`config.mk`:
```
export PLATFORM = sky130hd
export DESIGN_NAME = lcd_cmd_writer_flat
export DESIGN_NICKNAME = d
export VERILOG_FILES = /design/src/rtl/lcd_pkg.sv /design/src/rtl/lcd_cmd_writer_if.sv /design/src/rtl/lcd_timer.sv /design/src/rtl/lcd_cmd_writer.sv /design/src/flat_wrapper.sv
export SDC_FILE = /design/constraint.sdc
export NUM_CORES = 1
export LEC_CHECK = 0
export BUFFER_PORTS_ARGS = -buffer_cell sky130_fd_sc_hd__buf_2
export CORE_MARGIN = 4
export CORE_UTILIZATION = 52
export CTS_CLUSTER_DIAMETER = 150
export CTS_CLUSTER_SIZE = 20
export DETAILED_ROUTE_END_ITERATION = 12
export GPL_ROUTABILITY_DRIVEN = 1
export GPL_TIMING_DRIVEN = 0
export PLACE_DENSITY_LB_ADDON = 0.3
export SLEW_MARGIN = 20
export SYNTH_ARGS = -nofsm -noshare
export SYNTH_HDL_FRONTEND = slang
export SYNTH_SLANG_ARGS = --single-unit
export TNS_END_PERCENT = 20
```
`constraint.sdc`:
```
create_clock -name clk -period 1.9 [get_ports clk]
set_input_delay 0.095 -clock clk [delete_from_list [all_inputs] [get_ports clk]]
set_output_delay 0.095 -clock clk [all_outputs]
set_load 0.005 [all_outputs]
```
`src/rtl/lcd_pkg.sv`:
```
// lcd_pkg: shared state encoding, bus widths and default timing for the LCD command writer.
package lcd_pkg;

  localparam int ADDR_W = 4;
  localparam int DATA_W = 8;

  localparam int INST_NUM      = 14;
  localparam int DEF_PWR_CYC   = 1500000;
  localparam int DEF_SETUP_CYC = 10;
  localparam int DEF_E_CYC     = 50;
  localparam int DEF_HOLD_CYC  = 10;
  localparam int DEF_CMD_CYC   = 200000;

  typedef enum logic [2:0] {
    IDLE     = 3'd0,
    PWR_WAIT = 3'd1,
    SETUP    = 3'd2,
    E_HIGH   = 3'd3,
    HOLD     = 3'd4,
    CMD_WAIT = 3'd5,
    DONE     = 3'd6
  } state_t;

  function automatic int max_int(input int a, input int b);
    return (a > b) ? a : b;
  endfunction

  // Counter reload value for a state lasting cyc cycles (never shorter than one).
  function automatic int load_of(input int cyc);
    return (cyc < 1) ? 0 : cyc - 1;
  endfunction

endpackage

```
`src/rtl/lcd_cmd_writer_if.sv`:
```
// lcd_cmd_writer_if: start/status handshake, external ROM port and LCD pins.
interface lcd_cmd_writer_if;
  import lcd_pkg::*;

  logic              start;
  logic              busy;
  logic              done;
  logic [ADDR_W-1:0] rom_addr;
  logic [DATA_W-1:0] rom_data;
  logic              lcd_rs;
  logic              lcd_rw;
  logic              lcd_e;
  logic [DATA_W-1:0] lcd_db;

  modport master (
    input  start, rom_data,
    output busy, done, rom_addr, lcd_rs, lcd_rw, lcd_e, lcd_db
  );

  modport slave (
    output start, rom_data,
    input  busy, done, rom_addr, lcd_rs, lcd_rw, lcd_e, lcd_db
  );

endinterface

```
`src/rtl/lcd_timer.sv`:
```
// lcd_timer: loadable down-counter that stops at zero and flags it.
module lcd_timer #(
  parameter int WIDTH = 21
) (
  input  logic             clk,
  input  logic             rst_n,
  input  logic             load,
  input  logic [WIDTH-1:0] load_val,
  output logic             zero
);

  logic [WIDTH-1:0] count;

  always_ff @(posedge clk or negedge rst_n) begin
    if (!rst_n) begin
      count <= '0;
    end else if (load) begin
      count <= load_val;
    end else if (count != '0) begin
      count <= count - WIDTH'(1);
    end
  end

  assign zero = (count == '0);

endmodule

```
`src/rtl/lcd_cmd_writer.sv`:
```
// lcd_cmd_writer: plays INST_NUM command bytes from an external ROM onto an HD44780-style bus.
module lcd_cmd_writer
  import lcd_pkg::*;
#(
  parameter int INST_NUM  = lcd_pkg::INST_NUM,
  parameter int PWR_CYC   = DEF_PWR_CYC,
  parameter int SETUP_CYC = DEF_SETUP_CYC,
  parameter int E_CYC     = DEF_E_CYC,
  parameter int HOLD_CYC  = DEF_HOLD_CYC,
  parameter int CMD_CYC   = DEF_CMD_CYC
) (
  input  logic              clk,
  input  logic              rst_n,
  lcd_cmd_writer_if.master  bus
);

  localparam int MAX_LD = max_int(max_int(max_int(load_of(PWR_CYC), load_of(SETUP_CYC)),
                                          max_int(load_of(E_CYC), load_of(HOLD_CYC))),
                                  load_of(CMD_CYC));
  localparam int CNT_W  = (MAX_LD < 2) ? 1 : $clog2(MAX_LD + 1);

  localparam logic [CNT_W-1:0] PWR_LD   = CNT_W'(load_of(PWR_CYC));
  localparam logic [CNT_W-1:0] SETUP_LD = CNT_W'(load_of(SETUP_CYC));
  localparam logic [CNT_W-1:0] E_LD     = CNT_W'(load_of(E_CYC));
  localparam logic [CNT_W-1:0] HOLD_LD  = CNT_W'(load_of(HOLD_CYC));
  localparam logic [CNT_W-1:0] CMD_LD   = CNT_W'(load_of(CMD_CYC));

  localparam logic [ADDR_W-1:0] LAST_ADDR = ADDR_W'(INST_NUM - 1);

  state_t             state;
  state_t             state_nx;
  logic               tmr_load;
  logic [CNT_W-1:0]   tmr_val;
  logic               tmr_zero;
  logic               db_load;
  logic               start_ok;

  lcd_timer #(
    .WIDTH    (CNT_W)
  ) u_timer (
    .clk      (clk),
    .rst_n    (rst_n),
    .load     (tmr_load),
    .load_val (tmr_val),
    .zero     (tmr_zero)
  );

  assign start_ok = ((state == IDLE) || (state == DONE)) && bus.start;

  always_comb begin
    state_nx = state;
    tmr_load = 1'b0;
    tmr_val  = '0;
    case (state)
      IDLE, DONE: begin
        if (bus.start) begin
          state_nx = PWR_WAIT;
          tmr_load = 1'b1;
          tmr_val  = PWR_LD;
        end
      end
      PWR_WAIT: begin
        if (tmr_zero) begin
          state_nx = SETUP;
          tmr_load = 1'b1;
          tmr_val  = SETUP_LD;
        end
      end
      SETUP: begin
        if (tmr_zero) begin
          state_nx = E_HIGH;
          tmr_load = 1'b1;
          tmr_val  = E_LD;
        end
      end
      E_HIGH: begin
        if (tmr_zero) begin
          state_nx = HOLD;
          tmr_load = 1'b1;
          tmr_val  = HOLD_LD;
        end
      end
      HOLD: begin
        if (tmr_zero) begin
          state_nx = CMD_WAIT;
          tmr_load = 1'b1;
          tmr_val  = CMD_LD;
        end
      end
      CMD_WAIT: begin
        if (tmr_zero) begin
          tmr_load = 1'b1;
          if (bus.rom_addr < LAST_ADDR) begin
            state_nx = SETUP;
            tmr_val  = SETUP_LD;
          end else begin
            state_nx = DONE;
          end
        end
      end
      default: state_nx = IDLE;
    endcase
  end

  // The ROM address only settles on SETUP entry, so the bus latches the byte one clock later.
  always_ff @(posedge clk or negedge rst_n) begin
    if (!rst_n) begin
      state        <= IDLE;
      bus.rom_addr <= '0;
      bus.lcd_db   <= '0;
      bus.lcd_e    <= 1'b0;
      bus.busy     <= 1'b0;
      bus.done     <= 1'b0;
      db_load      <= 1'b0;
    end else begin
      state     <= state_nx;
      bus.lcd_e <= (state_nx == E_HIGH);
      bus.busy  <= (state_nx != IDLE) && (state_nx != DONE);
      bus.done  <= (state_nx == DONE);
      db_load   <= (state_nx == SETUP) && (state != SETUP);
      if (db_load) begin
        bus.lcd_db <= bus.rom_data;
      end
      if (start_ok) begin
        bus.rom_addr <= '0;
      end else if ((state == CMD_WAIT) && (state_nx == SETUP)) begin
        bus.rom_addr <= bus.rom_addr + ADDR_W'(1);
      end
    end
  end

  assign bus.lcd_rs = 1'b0;
  assign bus.lcd_rw = 1'b0;

endmodule

```
`src/flat_wrapper.sv`:
```
// flat-port wrapper written by rule: the top's interface ports become plain ports
module lcd_cmd_writer_flat import lcd_pkg::*;
#(
  parameter int INST_NUM  = lcd_pkg::INST_NUM,
  parameter int PWR_CYC   = DEF_PWR_CYC,
  parameter int SETUP_CYC = DEF_SETUP_CYC,
  parameter int E_CYC     = DEF_E_CYC,
  parameter int HOLD_CYC  = DEF_HOLD_CYC,
  parameter int CMD_CYC   = DEF_CMD_CYC
)
  (clk, rst_n, bus_start, bus_rom_data, bus_busy, bus_done, bus_rom_addr, bus_lcd_rs, bus_lcd_rw, bus_lcd_e, bus_lcd_db);
  lcd_cmd_writer_if bus_i ();
  input  logic clk;
  input  logic rst_n;
  input wire logic [$bits(bus_i.start)-1:0] bus_start;
  input wire logic [$bits(bus_i.rom_data)-1:0] bus_rom_data;
  output wire logic [$bits(bus_i.busy)-1:0] bus_busy;
  output wire logic [$bits(bus_i.done)-1:0] bus_done;
  output wire logic [$bits(bus_i.rom_addr)-1:0] bus_rom_addr;
  output wire logic [$bits(bus_i.lcd_rs)-1:0] bus_lcd_rs;
  output wire logic [$bits(bus_i.lcd_rw)-1:0] bus_lcd_rw;
  output wire logic [$bits(bus_i.lcd_e)-1:0] bus_lcd_e;
  output wire logic [$bits(bus_i.lcd_db)-1:0] bus_lcd_db;
  assign bus_i.start = bus_start;
  assign bus_i.rom_data = bus_rom_data;
  assign bus_busy = bus_i.busy;
  assign bus_done = bus_i.done;
  assign bus_rom_addr = bus_i.rom_addr;
  assign bus_lcd_rs = bus_i.lcd_rs;
  assign bus_lcd_rw = bus_i.lcd_rw;
  assign bus_lcd_e = bus_i.lcd_e;
  assign bus_lcd_db = bus_i.lcd_db;
  lcd_cmd_writer #(.INST_NUM(INST_NUM), .PWR_CYC(PWR_CYC), .SETUP_CYC(SETUP_CYC), .E_CYC(E_CYC), .HOLD_CYC(HOLD_CYC), .CMD_CYC(CMD_CYC)) u_core (.clk(clk), .rst_n(rst_n), .bus(bus_i));
endmodule
```
==> out/results.ini <==
[sta]
clock_skew_ns=0.00471
slew_headroom=0.404
setup_ws_ns=-0.264
period_minus_slack_ns=2.16
setup_viol=26
worst_pin_slew_ns=0.894
tns_ns=-4.55
period_share=1.14
rsz0062_at_grt=yes
drv_slew=0
finalHoldViolCount=0
fin_hold_ws_ns=0.0220
max_freq_mhz=462

[worst_setup_path]
cp_max_fo=6
cp-startpoint=u_core.u_timer.count[7]
cp-start-kind=flop
timing.rr.start=u_core.u_timer.count[7]
required_ns=2.09
worstSetupPathType=reg -> reg
crit_chain=or3_1 > buf_6 > buf_4 > buf_4 > nor4_2 > o211ai_1 > xor2_1 > o21ai_2
r2r_setup_slack_ns=-0.26
slowest_stage=dfrtp_1
path_depth=8
critPathMaxStageDelay_ns=0.38
arrival_ns=2.35
endpoint=u_core.u_timer.count[16]
crit_family=simple AND/OR/NAND/NOR gates
end_kind=flop
ff2ff_path_depth=8
r2r_end=u_core.u_timer.count[16]
path_buf_inv=3
crit_path_frequent_cell=buf_4

[global_routing]
grt_max_degree=41
grt_pass1_vias=1826
track_usage=0.212
antenna_found_initial=0
grt_pass1_wl_mm=8.65
gr-total-overflow=0

[die]
rows=23
fp.coreArea_mm2=0.00403
die_h_um=72.6
floorplan.initialDensity=0.539
die_width_um=72.6
die_area_mm2=0.00527
ioPinCount=28

[place]
placed_area_mm2=0.00239
io_buffers=25
place_congestion=0.872
dp_hpwl_mm=3.28

[power_and_ir_drop]
ir_worst_vdd_v=0.000713
pwr_density_cell_mw_per_mm2=896
total_power_w=0.00253
p_leak_nw=1.22

[layout]
n_antenna_cell=0
layout_commonest_cell=dfrtp_1
final_util=0.702
layout_common_cells=dfrtp_1, buf_2, buf_4
area_growth_pct=30.3
nNetsFinal=291
fill_cells=315
design_area_mm2=0.00283
drive_gt1_frac=0.374

[clocking]
clock_sinks=40
htreeDepth=2
cts.path.max_buffers=2
path_clk_slew_ns=0.08
insertion_delay_ns=0.30
cts_root_buffer=clkbuf_8
tritoncts=built
cts_buffers=5

[synthesis]
synth_top_area_frac=0.461
synth-main-ff-cell=dfrtp_1
synth_area_leaders=dfrtp_1, mux2_2, o21ai_0
ys_seq_elements=40
ys_types=46
yosysWarnings=0
yosysSeqAreaShare=0.461
syn-instance-count=223
synth_top_area_cell=dfrtp_1
synthArstFlopShare=1.00
syn_area_per_cell_um2=9.73
syn_area_mm2=0.00217
synth_edf_count=0

[drt]
postRouteAntennaNets=0
wire_per_inst_um=16.8
vias_per_cell=5.95
drc=0
totalWireLength_mm=5.51
via_count=1951
dr.pass1.iters=4
drtIter0Drc=135

[run_status]
violations=setup timing
status=finished with violations

[min_path]
hold_class=in -> reg

[run]
cap_violations=0

per-layer routing:
metal / track usage / vias up / wire, um
met4: 0.0676 / 0 / 121
li1: - / 908 / -
met1: 0.262 / 950 / 2310
met2: 0.361 / 80 / 2680
met5: 0 / - / 0
met3: 0.0551 / 13 / 397
cell families (layout without fill, tap and decap cells):
logic type,count (synthesis),after routing,share of synthesized area
and+or+nand+nor,83,83,0.215
AOI/OAI and AO/OA,51,51,0.149
DFF,40,40,0.461
buffers and inverters,20,74,0.0415
xor gates and xnor gates,13,13,0.0525
muxes,12,12,0.0611
adders and majority gates,3,3,0.0173
other,1,2,0.00173
power breakdown:
| part | leakage (nW) | total, W | internal, W | switching [W] |
|---|---|---|---|---|
| Sequential | 0.488 | 0.00114 | 0.00100 | 0.000140 |
| Combinational | 0.677 | 0.000695 | 0.000347 | 0.000347 |
| Clock | 0.0541 | 0.000696 | 0.000388 | 0.000308 |
stage by stage:
stage                     instances  setup slack [ns]
after floorplan                 224            -0.157
after global placement          299            -0.440
after detailed placement        299            -0.493
after CTS                       317            -0.210
after global routing            328            -0.414
final                           328            -0.264
synth_stat cells, types with 2 or more instances:
cell,number
a211o_1,4
a21oi_1,12
a31oi_1,2
buf_2,3
buf_4,3
clkbuf_1,7
dfrtp_1,40
ha_1,3
inv_1,7
mux2_2,10
mux2i_1,2
nand2_1,16
nand2b_1,2
nand3_1,6
nand3_2,2
nand4_1,2
nor2_1,20
nor3_1,5
nor4_1,5
o211ai_1,2
o21ai_0,19
o221ai_1,2
o41ai_1,2
or2_2,2
or3_1,10
or4_1,4
xnor2_1,8
xor2_1,5
registers in the layout, summed over array words and instances (netlist names):
name / flops
u_core.u_timer.count: 21
u_core.bus.lcd_db: 8
u_core.bus.rom_addr: 4
u_core.state: 3
u_core.bus.busy: 1
u_core.bus.done: 1
u_core.bus.lcd_e: 1
u_core.db_load: 1
repair_timing:
action	in CTS	in global routing
setup endpoints to repair	32	32
endpoints found under the hold margin	40	0
gates cloned	1	0
pin swaps	12	7
resized for setup	23	24
hold buffers	1	0
setup buffers	10	11
how the worst min path moves through the flow:
stage,start,end,slack [ns],cells after the start
final,bus_rom_data[0],u_core.bus.lcd_db[0],0.02,2
after global routing,bus_rom_data[7],u_core.bus.lcd_db[7],0.01,2
after CTS,bus_rom_data[0],u_core.bus.lcd_db[0],0.02,2
after detailed placement,rst_n,u_core.bus.lcd_db[7],0.26,1
after global placement,rst_n,u_core.bus.lcd_db[1],0.25,1
after floorplan,rst_n,u_core.bus.busy,-0.20,0
final cells by class:
class                           count  area [um2]  share of cell area
Inverter                            7        26.3             0.00930
Buffer                             11        72.6              0.0257
Tap cell                           50        62.6              0.0221
Sequential cell                    40        1000               0.355
Multi-Input combinational cell    164        1230               0.436
Clock inverter                      3        42.5              0.0151
Clock buffer                        5        68.8              0.0243
Timing Repair Buffer               48         320               0.113
No activity file was read; power rests on OpenSTA's default activity.
